[config.mk]
export PLATFORM = sky130hd
export DESIGN_NAME = alu_execute
export DESIGN_NICKNAME = d
export VERILOG_FILES = /design/src/rtl/alu_execute.sv
export SDC_FILE = /design/constraint.sdc
export NUM_CORES = 1
export LEC_CHECK = 0
export ABC_AREA = 0
export ABC_CLOCK_PERIOD_IN_PS = 1200
export CAP_MARGIN = 20
export CORE_UTILIZATION = 30
export DETAILED_ROUTE_END_ITERATION = 10
export PLACE_DENSITY_LB_ADDON = 0.2
export SYNTH_ARGS = -nofsm -noshare
export SYNTH_HDL_FRONTEND = slang
export SYNTH_SLANG_ARGS = --single-unit
[constraint.sdc]
create_clock -name clock -period 1.2 [get_ports clock]
set_clock_uncertainty 0.1 [all_clocks]
set_input_delay 0.3 -clock clock [delete_from_list [all_inputs] [get_ports clock]]
set_output_delay 0.3 -clock clock [all_outputs]
set_load 0.01 [all_outputs]
[src/rtl/alu_execute.sv]
// Execute-stage ALU: arithmetic/logic, load-extension and shift operations
// on the preprocessed operand bundle, with a one-cycle registered result,
// carry, overflow, sticky overflow status and a result_valid strobe.
module alu_execute #(
    parameter int unsigned WIDTH = 32
) (
    input  logic             clock,
    input  logic             reset,
    input  logic [WIDTH-1:0] aluin1,
    input  logic [WIDTH-1:0] aluin2,
    input  logic [2:0]       operation_in,
    input  logic [2:0]       opselect_in,
    input  logic [4:0]       shift_number,
    input  logic             enable_arith,
    input  logic             enable_shift,
    input  logic             clr_status,
    output logic [WIDTH-1:0] aluout,
    output logic             carry,
    output logic             overflow,
    output logic             sticky_overflow,
    output logic             result_valid
);

    localparam int unsigned HALF = WIDTH / 2;
    localparam int unsigned BYTE = 8;

    // Operation class carried on opselect_in
    typedef enum logic [2:0] {
        SEL_SHIFT = 3'b000,
        SEL_ARITH = 3'b001,
        SEL_WRITE = 3'b100,
        SEL_READ  = 3'b101
    } opsel_t;

    // Arithmetic/logic operation codes
    typedef enum logic [2:0] {
        OP_ADD  = 3'b000,
        OP_HADD = 3'b001,
        OP_SUB  = 3'b010,
        OP_NOT  = 3'b011,
        OP_AND  = 3'b100,
        OP_OR   = 3'b101,
        OP_XOR  = 3'b110,
        OP_LHG  = 3'b111
    } alu_op_t;

    // Memory-read extension codes
    typedef enum logic [2:0] {
        LD_SB = 3'b000,
        LD_SH = 3'b001,
        LD_W  = 3'b011,
        LD_UB = 3'b100,
        LD_UH = 3'b101
    } ld_op_t;

    // Shift codes
    typedef enum logic [2:0] {
        SH_LL0 = 3'b000,
        SH_LL1 = 3'b001,
        SH_LR  = 3'b010,
        SH_AR  = 3'b011
    } sh_op_t;

    logic [WIDTH:0]   sum_ext;
    logic [WIDTH-1:0] diff;
    logic [HALF:0]    hsum;
    logic             add_ovf;
    logic             sub_ovf;

    logic             load;
    logic [WIDTH-1:0] next_result;
    logic             next_carry;
    logic             next_overflow;
    logic             next_sticky;

    assign sum_ext = {1'b0, aluin1} + {1'b0, aluin2};
    assign diff    = aluin1 - aluin2;
    assign hsum    = {1'b0, aluin1[HALF-1:0]} + {1'b0, aluin2[HALF-1:0]};

    // Signed overflow: operands alike (add) / unlike (sub) and result sign flips
    assign add_ovf = (aluin1[WIDTH-1] == aluin2[WIDTH-1]) &&
                     (sum_ext[WIDTH-1] != aluin1[WIDTH-1]);
    assign sub_ovf = (aluin1[WIDTH-1] != aluin2[WIDTH-1]) &&
                     (diff[WIDTH-1] != aluin1[WIDTH-1]);

    // Decode the enabled operation into the next result and flags
    always_comb begin
        load          = 1'b0;
        next_result   = aluout;
        next_carry    = carry;
        next_overflow = overflow;

        if (enable_arith) begin
            case (opselect_in)
                SEL_ARITH: begin
                    load          = 1'b1;
                    next_carry    = 1'b0;
                    next_overflow = 1'b0;
                    case (operation_in)
                        OP_ADD: begin
                            next_result   = sum_ext[WIDTH-1:0];
                            next_carry    = sum_ext[WIDTH];
                            next_overflow = add_ovf;
                        end
                        OP_HADD: begin
                            next_result = {{(WIDTH-HALF){hsum[HALF-1]}}, hsum[HALF-1:0]};
                            next_carry  = hsum[HALF];
                        end
                        OP_SUB: begin
                            next_result   = diff;
                            next_carry    = (aluin1 < aluin2);
                            next_overflow = sub_ovf;
                        end
                        OP_NOT: next_result = ~aluin2;
                        OP_AND: next_result = aluin1 & aluin2;
                        OP_OR:  next_result = aluin1 | aluin2;
                        OP_XOR: next_result = aluin1 ^ aluin2;
                        OP_LHG: next_result = {aluin2[HALF-1:0], {(WIDTH-HALF){1'b0}}};
                        default: next_result = aluout;
                    endcase
                end
                SEL_READ: begin
                    load          = 1'b1;
                    next_carry    = 1'b0;
                    next_overflow = 1'b0;
                    case (operation_in)
                        LD_SB:   next_result = {{(WIDTH-BYTE){aluin2[BYTE-1]}}, aluin2[BYTE-1:0]};
                        LD_UB:   next_result = {{(WIDTH-BYTE){1'b0}}, aluin2[BYTE-1:0]};
                        LD_SH:   next_result = {{(WIDTH-HALF){aluin2[HALF-1]}}, aluin2[HALF-1:0]};
                        LD_UH:   next_result = {{(WIDTH-HALF){1'b0}}, aluin2[HALF-1:0]};
                        LD_W:    next_result = aluin2;
                        default: next_result = '0;
                    endcase
                end
                default: load = 1'b0;
            endcase
        end else if (enable_shift && (opselect_in == SEL_SHIFT)) begin
            case (operation_in)
                SH_LL0, SH_LL1: begin
                    load        = 1'b1;
                    next_result = aluin1 << shift_number;
                end
                SH_LR: begin
                    load        = 1'b1;
                    next_result = aluin1 >> shift_number;
                end
                SH_AR: begin
                    load        = 1'b1;
                    next_result = $signed(aluin1) >>> shift_number;
                end
                default: load = 1'b0;
            endcase
            if (load) begin
                next_carry    = 1'b0;
                next_overflow = 1'b0;
            end
        end
    end

    // Sticky status: a fresh overflow beats a simultaneous clear
    always_comb begin
        next_sticky = sticky_overflow;
        if (load && next_overflow) begin
            next_sticky = 1'b1;
        end else if (clr_status) begin
            next_sticky = 1'b0;
        end
    end

    // Result and status registers with asynchronous active-low reset
    always_ff @(posedge clock or negedge reset) begin
        if (!reset) begin
            aluout          <= '0;
            carry           <= 1'b0;
            overflow        <= 1'b0;
            sticky_overflow <= 1'b0;
            result_valid    <= 1'b0;
        end else begin
            aluout          <= next_result;
            carry           <= next_carry;
            overflow        <= next_overflow;
            sticky_overflow <= next_sticky;
            result_valid    <= load;
        end
    end

endmodule

=== After elaboration in Yosys (flattened, before gate mapping) ===
Index checks and enable logic that the tools add are counted.

* Bits in registers: 36
* Output and inout port bits: 36
* Logic and storage cells: 69

* Add/sub/neg operators: 3
* Order comparisons: 1
* Eq/ne operators: 14
* Shift operators: 3
* Mux-type cells: 24
* Bitwise operators: 4
* Reduce and logical (&&, ||, !) cells: 15

{| class="wikitable"
|+ Operator list
! operator !! number
|-
| $pmux 32 s8 || 1
|-
| $pmux 32 s5 || 1
|-
| $pmux 32 s3 || 1
|-
| $mux 32 || 2
|-
| $pmux 32 s2 || 1
|-
| $add 32x32->33 || 1
|-
| $and 32x32->32 || 1
|-
| $lt 32x32->1 || 1
|-
| $not 32->32 || 1
|-
| $or 32x32->32 || 1
|-
| $shl 32x5->32 || 1
|-
| $shr 32x5->32 || 1
|-
| $sshr 32x5->32 || 1
|-
| $sub 32x32->32 || 1
|-
| $xor 32x32->32 || 1
|-
| $add 16x16->17 || 1
|-
| $eq 3x3->1 const B || 5
|-
| $mux 1 || 14
|-
| $eq 3x1->1 const B || 2
|-
| $eq 3x2->1 const B || 2
|-
| $logic_not 3->1 || 2
|-
| $pmux 1 s2 || 3
|-
| $reduce_and 3->1 || 2
|-
| $reduce_bool 2->1 || 3
|-
| 8 further kinds || 14
|}

=== Depth between registers and ports, before layout ===
Gate-level depths: netlist of run 1.

* Depth after elaboration: 10
* Gate-level depth with buffers: 12
* Mapped depth without buffers: 11

=== Worst setup path after synthesis of run 1 ===
Ideal clock, no wire load.

* Path kind: input to register
* From: input aluin1[4]
* To: register aluout[26]
* Library setup time: 124 ps
* Arrival time: 2,984 ps
* Slack: -2,008 ps
* Stages on the path: 11
* Buffers on the path: 2
* Path through: clkbuf_1 -> inv_1 -> ha_1 -> buf_2 -> or4_4 -> a311oi_2 -> o21bai_2 -> a2111oi_1 -> mux2i_1 -> nand3_1 -> o31a_1

* Word-level cells in the longest chain between the ends: 4
* Elaborated cells on any way between the ends: 11

{| class="wikitable"
|+ Ends and longest elaborated chain
! item !! line !! text
|-
| start, declared || 9 || <nowiki>input logic [WIDTH-1:0] aluin1,</nowiki>
|-
| $sub 32x32->32, or another cell as far along || 77 || <nowiki>assign diff = aluin1 - aluin2;</nowiki>
|-
| $pmux 32 s8 or $pmux 32 s3 (tied branches) || 99, 138 ||
|-
| $pmux 32 s2 or $mux 32 (tied branches) || 94, 137 ||
|-
| $mux 32 (*) || 93 || <nowiki>if (enable_arith) begin</nowiki>
|-
| end signal, assigned || 179 || <nowiki>aluout <= next_result;</nowiki>
|-
| end, declared || 17 || <nowiki>output logic [WIDTH-1:0] aluout,</nowiki>
|}

Every way passes the cells marked *; elsewhere a longest branch is shown, timed or not. The select of a mux whose other input is x is not followed.
A chain may end at the register's enable or synchronous reset.

=== Worst setup path after layout of run 1 ===
* From: input aluin1[0]
* To: register aluout[26]

The elaborated chain is that of the path after synthesis.

==> reports/metrics.yaml, run 1 <==
drc: 0
tightest_slew_ns: 0.594
fp.dieW_um: 204
p_leak_nw: 10.1
worstPathRequired_ns: 1.28
drv_slew: 0
wl_per_cell_um: 26.4
powerDensity_mw_per_mm2: 670
crit_chain: "buf_12 -> inv_12 -> ha_4 -> fa_2 -> o21ba_4 -> or4_4 -> a311oi_4 -> o21bai_4 -> a2111oi_4 -> buf_4 -> mux2i_1 -> nand3_1 -> o31a_1"
syn_inst: 1697
fmax_mhz: 317
clockRootBuffer: "clkbuf_16"
final_hold_viol_count: 0
synthDistinctLibCells: 99
register_area_um2: 906
arrival_ns: 3.24
reg2regPathDepth: 4
hold_class: "primary input to async pin"
peakVddDrop_v: 0.000624
final_antenna_net_count: 0
multi_input_area_mm2: 0.0123
syn_nets: 1875
core-area_mm2: 0.0399
grt_antenna_before_repair: 2
setup_viol: 56
pin_count: 116
cts_tree: "done"
die_height_um: 204
slowest_stage: "or4_4"
syn-cell-area_mm2: 0.0122
cts_num_sinks: 36
vias: 18300
async_reset_ff_frac: 1.00
track_usage: 0.379
status: "finished with violations"
synth_ff_type: "dfrtp_1"
path_clk_slew_ns: 0.07
routabilityCongestion: 1.03
ff2ff_setup_slack_ns: -0.28
post-route-util: 0.573
violations: "setup timing"
rr_endpoint: "aluout[19]$_DFFE_PN0P_"
fin_cells: 3074
max_stage_delay_ns: 0.52
rows: 73
overflow: 0
grt_setup_unrepaired: "yes"
cts_buffers: 5
clockBufferDepth: 2
critPathKind: "primary input to flip-flop"
drtIter0Drc: 2093
layout_setup_ws_ns: -1.96
htreeDepth: 2
slew_headroom: 0.604
drtPass1Iterations: 8
path_delay_family: "compound AO/OA/AOI/OAI gates"
cap_viol_max_count: 0
yosys_warnings: 0
start_util: 0.306
die-area_mm2: 0.0415
drive_above_1_share: 0.556
syn_area_per_cell_um2: 7.20
grt_pass1_vias: 17600
fin_crit_ns: 3.16
worst_setup_path_end_kind: "flip-flop"
wl_um: 81100
grt_pass1_wl_um: 116000
nets: 2724
grt_max_degree: 26
p_total_mw: 15.3
fin_crit_sh: 2.63
area_delta_synth_final_pct: 87.1
synth_edf_count: 0
port_buffers: 115
dpl.hpwl_um: 65600
dp.cells: 2929
crit_buf_inv: 3
yosysSeqAreaShare: 0.0737
avgViaCountPerCell: 5.96
start_kind: "primary input"
clkLatencyLatePin_ns: 0.28
pre_cts_slack_ns: -2.93
n_fill_cell: 3731
ys_ff_latch: 36
critPathMaxFanout: 2
r2r-start: "aluout[19]$_DFFE_PN0P_"
[Yosys cell counts, drive strengths merged (34+ instances only)]
library cell,number,area (um2)
o21ai,139,699
o211ai,36,270
clkbuf,91,342
mux2i,50,500
a21oi,157,786
inv,105,394
dfrtp,36,901
buf,55,343
ha,96,1200
nand3,34,170
o22ai,35,219
nand2,145,544
nor2,181,682
mux4,66,1490
[sequential cells by signal, indices dropped and copies added, names as in the netlist]
name and cells:
carry 1, sticky_overflow 1, overflow 1, result_valid 1, aluout 32
[routing by layer]
| layer | routed length, um | track usage |
|---|---|---|
| met2 | 34900 | 0.585 |
| met1 | 33200 | 0.506 |
| met3 | 8040 | 0.0687 |
| met5 | 13 | 0 |
| met4 | 4940 | 0.190 |
[layout by cell type, fill, tap and decap left out, types with 11 or more instances in the layout]
| master | count |
|---|---|
| o21ai_1 | 28 |
| a211oi_1 | 17 |
| inv_4 | 12 |
| a21oi_2 | 29 |
| nor2_1 | 167 |
| nand2_1 | 133 |
| o22ai_1 | 34 |
| mux4_2 | 66 |
| a31oi_1 | 17 |
| xnor2_1 | 11 |
| nor3_1 | 31 |
| o21ai_0 | 87 |
| o211ai_1 | 36 |
| o221ai_1 | 11 |
| buf_4 | 744 |
| o21ai_2 | 14 |
| a21oi_1 | 117 |
| inv_2 | 39 |
| inv_1 | 50 |
| nand3_1 | 28 |
| buf_8 | 12 |
| ha_4 | 32 |
| ha_1 | 52 |
| ha_2 | 12 |
| nand4_1 | 11 |
| buf_12 | 29 |
| dfrtp_1 | 32 |
| nor4_1 | 15 |
| buf_2 | 38 |
| nor2b_1 | 11 |
| a21oi_4 | 11 |
| nand2b_1 | 12 |
| buf_6 | 119 |
| mux2i_1 | 49 |
| mux2_2 | 26 |
[power breakdown]
part,internal (mW),switching [mW],leakage [nW],total [mW]
Combinational,5.93,6.13,9.55,12.1
Clock,0.977,0.566,0.0798,1.54
Sequential,1.47,0.233,0.429,1.71
Total,8.38,6.93,10.1,15.3
[worst max path at each step]
stage | startpoint | end | depth (start not counted)
2_1_floorplan | aluin1[0] | aluout[26]$_DFFE_PN0P_ | 11
3_3_place_gp | aluin1[0] | aluout[18]$_DFFE_PN0P_ | 15
3_5_place_dp | aluin1[0] | aluout[18]$_DFFE_PN0P_ | 15
4_1_cts | aluin1[0] | aluout[24]$_DFFE_PN0P_ | 14
5_1_grt | aluin1[0] | aluout[26]$_DFFE_PN0P_ | 13
6_report | aluin1[0] | aluout[26]$_DFFE_PN0P_ | 13
[through the flow]
step                cell area [um2]  hold WS (ns)  TNS (ns)
floorplan                     13000       -0.0956    -44.80
global placement              19500         0.101    -90.40
detailed placement            19500         0.108    -91.87
CTS                           21900         0.342    -59.46
global route                  22900         0.374    -59.44
finish                        22900         0.347    -56.71
[worst reg2reg max path, cell delays in order (launching register included)]
cell and delay [ns]:
dfrtp_1 0.37, o22ai_1 0.11, a31oi_2 0.35, o211ai_1 0.21, o21ai_4 0.24
[cell type report]
class / count / share of cell area
Sequential cell: 36 / 0.0396
Antenna cell: 2 / 0.000219
Multi-Input combinational cell: 1404 / 0.537
Timing Repair Buffer: 989 / 0.366
Tap cell: 525 / 0.0287
Clock inverter: 3 / 0.00186
Inverter: 110 / 0.0213
Clock buffer: 5 / 0.00547
[cell families (layout without fill, tap and decap cells)]
kind of cell	after synthesis	count (layout)	synth area share
and+or+nand+nor	529	529	0.202
xor gates and xnor gates	18	18	0.0129
AOI/OAI and AO/OA	616	616	0.331
adders and majority gates	98	98	0.102
other	0	2	0
DFF	36	36	0.0737
buffers and inverters	257	1107	0.0905
muxes	143	143	0.187
[timing repair]
item	in CTS	in global routing
setup endpoints to repair	72	71
hold endpoints to repair	7	0
pin swaps	172	148
cloned	3	0
hold buffers	1	0
buffers inserted	113	47
gates resized for setup	659	265
Power figures use the tool's default switching activity.
==> run 2: changes to the inputs <==
==> constraint.sdc (replaced) <==
create_clock -name clock -period 1.2 [get_ports clock]
set_clock_uncertainty 0.1 [all_clocks]
set_input_delay 0.18 -clock clock [delete_from_list [all_inputs] [get_ports clock]]
set_output_delay 0.18 -clock clock [all_outputs]
set_load 0.01 [all_outputs]
==> run 2 against run 1 <==
Against the previous run: the run still ends with setup timing left; sequential power about the same; non-clock buffer count is 47 lower; first-iteration DRC count decreased by 13%; count of clock-buffer cells in the layout grew 2; register-to-register slack improved by 0.08 ns; sequential share of layout area rose by 0.12 points; global-route usage grew 1.5 points; via count shrank 1.4%; setup slack better by 0.21 ns; cell count shrank 1.6%; cell area is 2.9% lower; die area is the same; largest cell class unchanged.
==> reports/metrics.yaml, run 2 (same netlist as run 1, synthesis figures left out) <==
seqPwrFrac: 0.117  # +0.006
drv_slew: 0  # unchanged
clkLatencyLatePin_ns: 0.30  # +0.02 ns
cts_num_sinks: 36  # unchanged
status: "finished with violations"
dpl.hpwl_um: 69000  # +5.3%
drive_above_1_share: 0.545  # -0.0107
p_switching_mw: 7.02  # +1.3%
pin_count: 116  # unchanged
worstPathRequired_ns: 1.29  # about the same
powerDensity_mw_per_mm2: 670  # about the same
wl_per_cell_um: 27.8  # +5.3%
cts_buffers: 5  # unchanged
largest_register: "aluout"
arrival_ns: 3.04  # -0.20 ns
fp.dieW_um: 204  # unchanged
avgViaCountPerCell: 5.97  # +0.18%
routabilityCongestion: 1.03  # about the same
critPathMaxFanout: 4  # +2
grt_pass1_wl_um: 119000  # +2.2%
port_buffers: 115  # unchanged
nets: 2677  # -1.7%
clockRootBuffer: "clkbuf_16"
clockBufferDepth: 2  # unchanged
cts_tree: "done"
drtPass1Iterations: 6  # -2
overflow: 0  # unchanged
antennaDiodeCount: 0  # -2
drc: 0  # unchanged
die_height_um: 204  # unchanged
die-area_mm2: 0.0415  # unchanged
slew_headroom: 0.578  # -0.0259
cap_viol_max_count: 0  # unchanged
area_delta_synth_final_pct: 81.8
largest_reg_flops: 32  # unchanged
start_util: 0.306  # unchanged
path_clk_slew_ns: 0.07  # about the same
whs_ns: 0.293  # -0.0538 ns
p_total_mw: 14.9  # -2.8%
grt_setup_unrepaired: "yes"
vias: 18100  # -1.4%
rows: 73  # unchanged
core-area_mm2: 0.0399  # unchanged
violations: "setup timing"
fin_crit_sh: 2.46  # -0.175
grt_pass1_vias: 17200  # -2.1%
p_leak_nw: 9.68  # -3.7%
grt_max_degree: 37  # +42%
final_antenna_net_count: 0  # unchanged
p_comb_frac: 0.786  # -0.002
track_usage: 0.394  # +0.0148
final_hold_viol_count: 0  # unchanged
p_int_mw: 7.87  # -6.2%
peakVddDrop_v: 0.000448  # -28%
tightest_slew_ns: 0.632  # +0.0380 ns
grt_antenna_before_repair: 1  # -1
wl_um: 84000  # +3.6%
hold_class: "primary input to async pin"
final_cell_mix: "buf_4 (726), nor2_1 (169), nand2_1 (136)"
clockPowerShare: 0.097  # -0.004
dpl_cell_area_mm2: 0.0194  # -0.74%
start_kind: "primary input"
mostFrequentLayoutCell: "buf_4"
setup_viol: 38  # -32%
fin_crit_ns: 2.95  # -0.210 ns
layout_setup_ws_ns: -1.75  # +0.210 ns
switching_share: 0.472  # +0.0191
design_area_mm2: 0.0222  # -2.9%
drtIter0Drc: 1819  # -13%
fmax_mhz: 339  # +7.1%
pre_cts_slack_ns: -2.98  # -0.0551 ns
worst_setup_path_end_kind: "flip-flop"
critPathKind: "primary input to flip-flop"
htreeDepth: 2  # unchanged
run 2: final timing paths:
check	slack (ns)	to	cells past startpoint	start
min in group clock	0.39	overflow$_DFF_PN0_	5	operation_in[0]
worst max-delay path	-1.75	aluout[24]$_DFFE_PN0P_	12	aluin1[0]
worst max register to register	-0.20	aluout[19]$_DFFE_PN0P_	4	aluout[19]$_DFFE_PN0P_
worst min-delay path	0.29	aluout[5]$_DFFE_PN0P_	3	reset
worst min register to register	0.40	aluout[2]$_DFFE_PN0P_	2	aluout[2]$_DFFE_PN0P_
max in group asynchronous	0.45	aluout[10]$_DFFE_PN0P_	3	reset
run 2: cell type report:
class / count / area [um2]
Multi-Input combinational cell: 1404 / 12300
Clock buffer: 7 / 143
Tap cell: 525 / 657
Clock inverter: 1 / 7.51
Timing Repair Buffer: 942 / 7720
Inverter: 110 / 473
Fill cell: 3807 / 17700
Sequential cell: 36 / 907
run 2: critical path: stages:
cell and delay [ns]:
buf_12 0.09, inv_12 0.03, ha_4 0.16, fa_2 0.37, o21ba_4 0.20, or4_4 0.55
a311oi_4 0.33, o21bai_4 0.17, a21o_1 0.25, a31o_1 0.20, a2111o_1 0.29, a31o_1 0.22
run 2: metal layers:
metal | vias to the layer above | global-route usage | wire length (um)
met4 | 0 | 0.133 | 3370
met1 | 8956 | 0.553 | 36300
met3 | 141 | 0.0556 | 7430
met2 | 961 | 0.616 | 36900
li1 | 8015 | - | -
met5 | - | 0 | 0
run 2: through the flow:
step                std cells   util  TNS, ns
floorplan                1697      -   -40.48
global placement         2913  0.485   -83.35
detailed placement       2913  0.485   -83.95
CTS                      2996  0.538   -50.26
global route             3025  0.556   -52.61
finish                   3025  0.556   -50.77
run 2: what timing repair did:
action | in CTS | in global routing
hold buffers | 1 | 0
pin swaps | 156 | 110
buffers inserted | 79 | 33
resized for setup | 645 | 187
gates cloned | 1 | 1
hold endpoints to repair | 36 | 0
endpoints found under the setup margin | 72 | 52
run 2: power groups by stage:
stage	logic [mW]	clock network (mW)	registers (mW)
floorplan	4.38	0	1.74
global placement	9.88	0	1.74
detailed placement	9.88	0	1.74
CTS	10.9	1.45	1.72
global route	12.2	1.50	1.75
finish	11.7	1.45	1.74
==> run 3: changes to the inputs <==
Settings changed: ABC_AREA 0 to 1.
==> run 3 against run 2 <==
Against the previous run: the run still ends with setup timing left; clock power up 12%; global-route usage rose by 0.078 points; synthesized cell count is 41% higher; power is 3.7% higher; routed wire length is 0.35% higher; count of clock-buffer cells in the layout down 2; core utilization rose by 4.3 points; sequential power is 5% lower; sequential share of layout area fell by 0.32 points; fmax grew 37%; combinational power grew 4%; highest routed layer unchanged.
==> reports/metrics.yaml, run 3 <==
avgViaCountPerCell: 5.42  # -9.3%
die_height_um: 204  # +0.24%
port_buffers: 115  # unchanged
tightest_slew_ns: 0.592  # -0.0398 ns
final_hold_viol_count: 0  # unchanged
wl_per_cell_um: 23.0  # -17%
use_met3: 0.0716  # +0.0159
synth_top_area_cell: "nand2_1"
die-area_mm2: 0.0417  # +0.49%
grt_setup_unrepaired: "yes"
final_antenna_net_count: 0  # unchanged
drive_above_1_share: 0.536  # -0.00894
drtPass1Iterations: 6  # unchanged
critPathKind: "primary input to flip-flop"
met1_usage: 0.496  # -0.0562
cts_tree: "done"
yosys_warnings: 0  # unchanged
setup_viol: 36  # -5.3%
cts_num_sinks: 36  # unchanged
switching_share: 0.502  # +0.0302
start_util: 0.307  # +0.000802
grt_most_used_layer: "met2"
fin_setup_tns_ns: -27.12  # +23.65 ns
synth_top_family_by_area: "simple AND/OR/NAND/NOR gates"
wl_um: 84300  # +0.35%
overflow: 0  # unchanged
grt_pass1_vias: 19600  # +14%
violations: "setup timing"
synthMuxAreaShare: 0.00489  # -0.183
htreeDepth: 2  # unchanged
cap_viol_max_count: 0  # unchanged
layout_setup_ws_ns: -0.960  # +0.789 ns
grt_use_met2: 0.643  # +0.0278
hold_class: "primary input to async pin"
yosysMostFrequentCell: "nand2_1"
final_cell_mix: "buf_4 (632), nand2_1 (607), nand2_2 (187)"
synth_compound_area_frac: 0.207  # -0.124
mostFrequentLayoutCell: "buf_4"
fin_crit_ns: 2.16  # -0.789 ns
synth_edf_count: 0  # unchanged
grt_antenna_before_repair: 1  # unchanged
slew_headroom: 0.604  # +0.0265
peakVddDrop_v: 0.000512  # +14%
fp.dieW_um: 204  # +0.24%
arrival_ns: 2.25  # -0.79 ns
core-area_mm2: 0.0400  # +0.23%
syn-cell-area_mm2: 0.0123  # +0.49%
grt_max_degree: 39  # +5.4%
critPathMaxFanout: 6  # +2
drtIter0Drc: 1949  # +7.1%
p_comb_frac: 0.787  # about the same
pin_count: 116  # unchanged
synth-xor-area-share: 0.00428  # -0.00862
rows: 73  # unchanged
syn_inst: 2390  # +41%
fmax_mhz: 463  # +37%
clkLatencyLatePin_ns: 0.29  # about the same
track_usage: 0.395  # +0.000776
dpl.hpwl_um: 66900  # -3.1%
vias: 19900  # +10%
p_switching_mw: 7.75  # +10%
worst_setup_path_end_kind: "flip-flop"
synth_top_area_share: 0.266  # +0.144
largest_reg_flops: 32  # unchanged
clockBufferDepth: 2  # unchanged
fin_crit_sh: 1.80  # -0.658
ys_top_cells_by_count: "nand2_1 (869), inv_1 (300), nand3_1 (221)"
p_int_mw: 7.69  # -2.2%
worstPathRequired_ns: 1.29  # about the same
yosys-top-cells-area: "nand2_1 (27%), ha_1 (9.8%), inv_1 (9.2%), nand3_1 (9.0%), dfrtp_1 (7.3%)"
powerDensity_mw_per_mm2: 644  # -3.9%
yosysSeqAreaShare: 0.0734  # -0.000361
area_delta_synth_final_pct: 95.2
drc: 0  # unchanged
whs_ns: 0.276  # -0.0169 ns
synth_ff_type: "dfrtp_1"
routabilityCongestion: 1.04  # +1.5%
start_kind: "primary input"
syn_nets: 2568  # +37%
clockPowerShare: 0.106  # +0.009
synth_fa_ha_area_frac: 0.101  # -0.000497
syn_area_per_cell_um2: 5.14  # -29%
clockRootBuffer: "clkbuf_16"
drv_slew: 0  # unchanged
p_leak_nw: 12.1  # +25%
nets: 3321  # +24%
seqPwrFrac: 0.107  # -0.010
largest_register: "aluout"
async_reset_ff_frac: 1.00  # unchanged
status: "finished with violations"
grt_pass1_wl_um: 121000  # +2.4%
synthDistinctLibCells: 55  # -44%
path_clk_slew_ns: 0.07  # about the same
yosys.area_share.simple: 0.464  # +0.262
cts_buffers: 5  # unchanged
ys_ff_latch: 36  # unchanged
## run 3: power groups by stage
stage                     sequential (mW)  clock [mW]  combinational, mW
after floorplan                      1.71           0               4.29
after global placement               1.67           0               9.39
after detailed placement             1.67           0               9.38
after CTS                            1.65        1.66               10.8
after global routing                 1.67        1.70               12.8
final                                1.66        1.63               12.2
## run 3: layout make-up
class,count,area (um2)
Antenna cell,1,2.50
Clock buffer,5,125
Fill cell,3886,16000
Tap cell,525,657
Multi-Input combinational cell,1922,13400
Inverter,313,1410
Clock inverter,3,42.5
Timing Repair Buffer,865,7400
Sequential cell,36,902
## run 3: worst max-delay path, cell delays in order
cell,delay (ns)
buf_12,0.12
buf_12,0.14
buf_12,0.13
buf_12,0.14
nand2_8,0.06
o21ai_4,0.06
nand2_2,0.12
o21ai_2,0.08
and2_4,0.14
nand2_2,0.05
nand3_2,0.08
buf_6,0.12
o211ai_1,0.46
nand2_1,0.17
nand3_1,0.12
nand2_1,0.06
## run 3: cells by family (layout without fill, tap and decap cells)
family / Yosys count / in the layout
XOR/XNOR: 6 / 6
adder cells (fa/ha/maj): 98 / 98
AND/OR/NAND/NOR: 1366 / 1366
buffers and inverters: 432 / 1186
other: 0 / 1
multiplexers: 6 / 6
AO/OA/AOI/OAI: 446 / 446
flip-flops: 36 / 36
## run 3: timing repair
item	in CTS	in global routing
cloned	7	0
hold endpoints to repair	36	0
endpoints found under the setup margin	72	50
setup buffers	84	56
gates resized for setup	998	523
pin swaps	245	281
hold buffers	1	0
## run 3: metrics by stage
stage	instances	utilization	power [mW]	worst slack [ns]	area, um2
after global placement	3526	0.479	11.1	-1.95	19200
after floorplan	2390	-	6.01	-0.711	13100
final	3670	0.599	15.4	-0.960	24000
after global routing	3669	0.599	16.2	-0.971	24000
after CTS	3624	0.555	14.1	-0.936	22200
after detailed placement	3526	0.479	11.1	-1.93	19200
## run 3: layer usage
metal / wire [um] / up-vias / share of wire
met3: 7250 / 224 / 0.086
met4: 5190 / 0 / 0.062
met5: 0 / - / 0
met1: 33900 / 9459 / 0.40
met2: 38000 / 934 / 0.45
li1: - / 9275 / -
## run 3: path summary, 6_finish.rpt
check	to	slack, ns	from	cells after the start
worst max-delay path	aluout[13]$_DFFE_PN0P_	-0.96	shift_number[0]	16
worst min-delay path	aluout[26]$_DFFE_PN0P_	0.28	reset	3
worst max register to register	sticky_overflow$_DFFE_PN0P_	0.02	overflow$_DFF_PN0_	5
worst min register to register	aluout[7]$_DFFE_PN0P_	0.38	aluout[7]$_DFFE_PN0P_	2
max in group asynchronous	aluout[6]$_DFFE_PN0P_	0.48	reset	3
min in group clock	overflow$_DFF_PN0_	0.33	opselect_in[2]	6
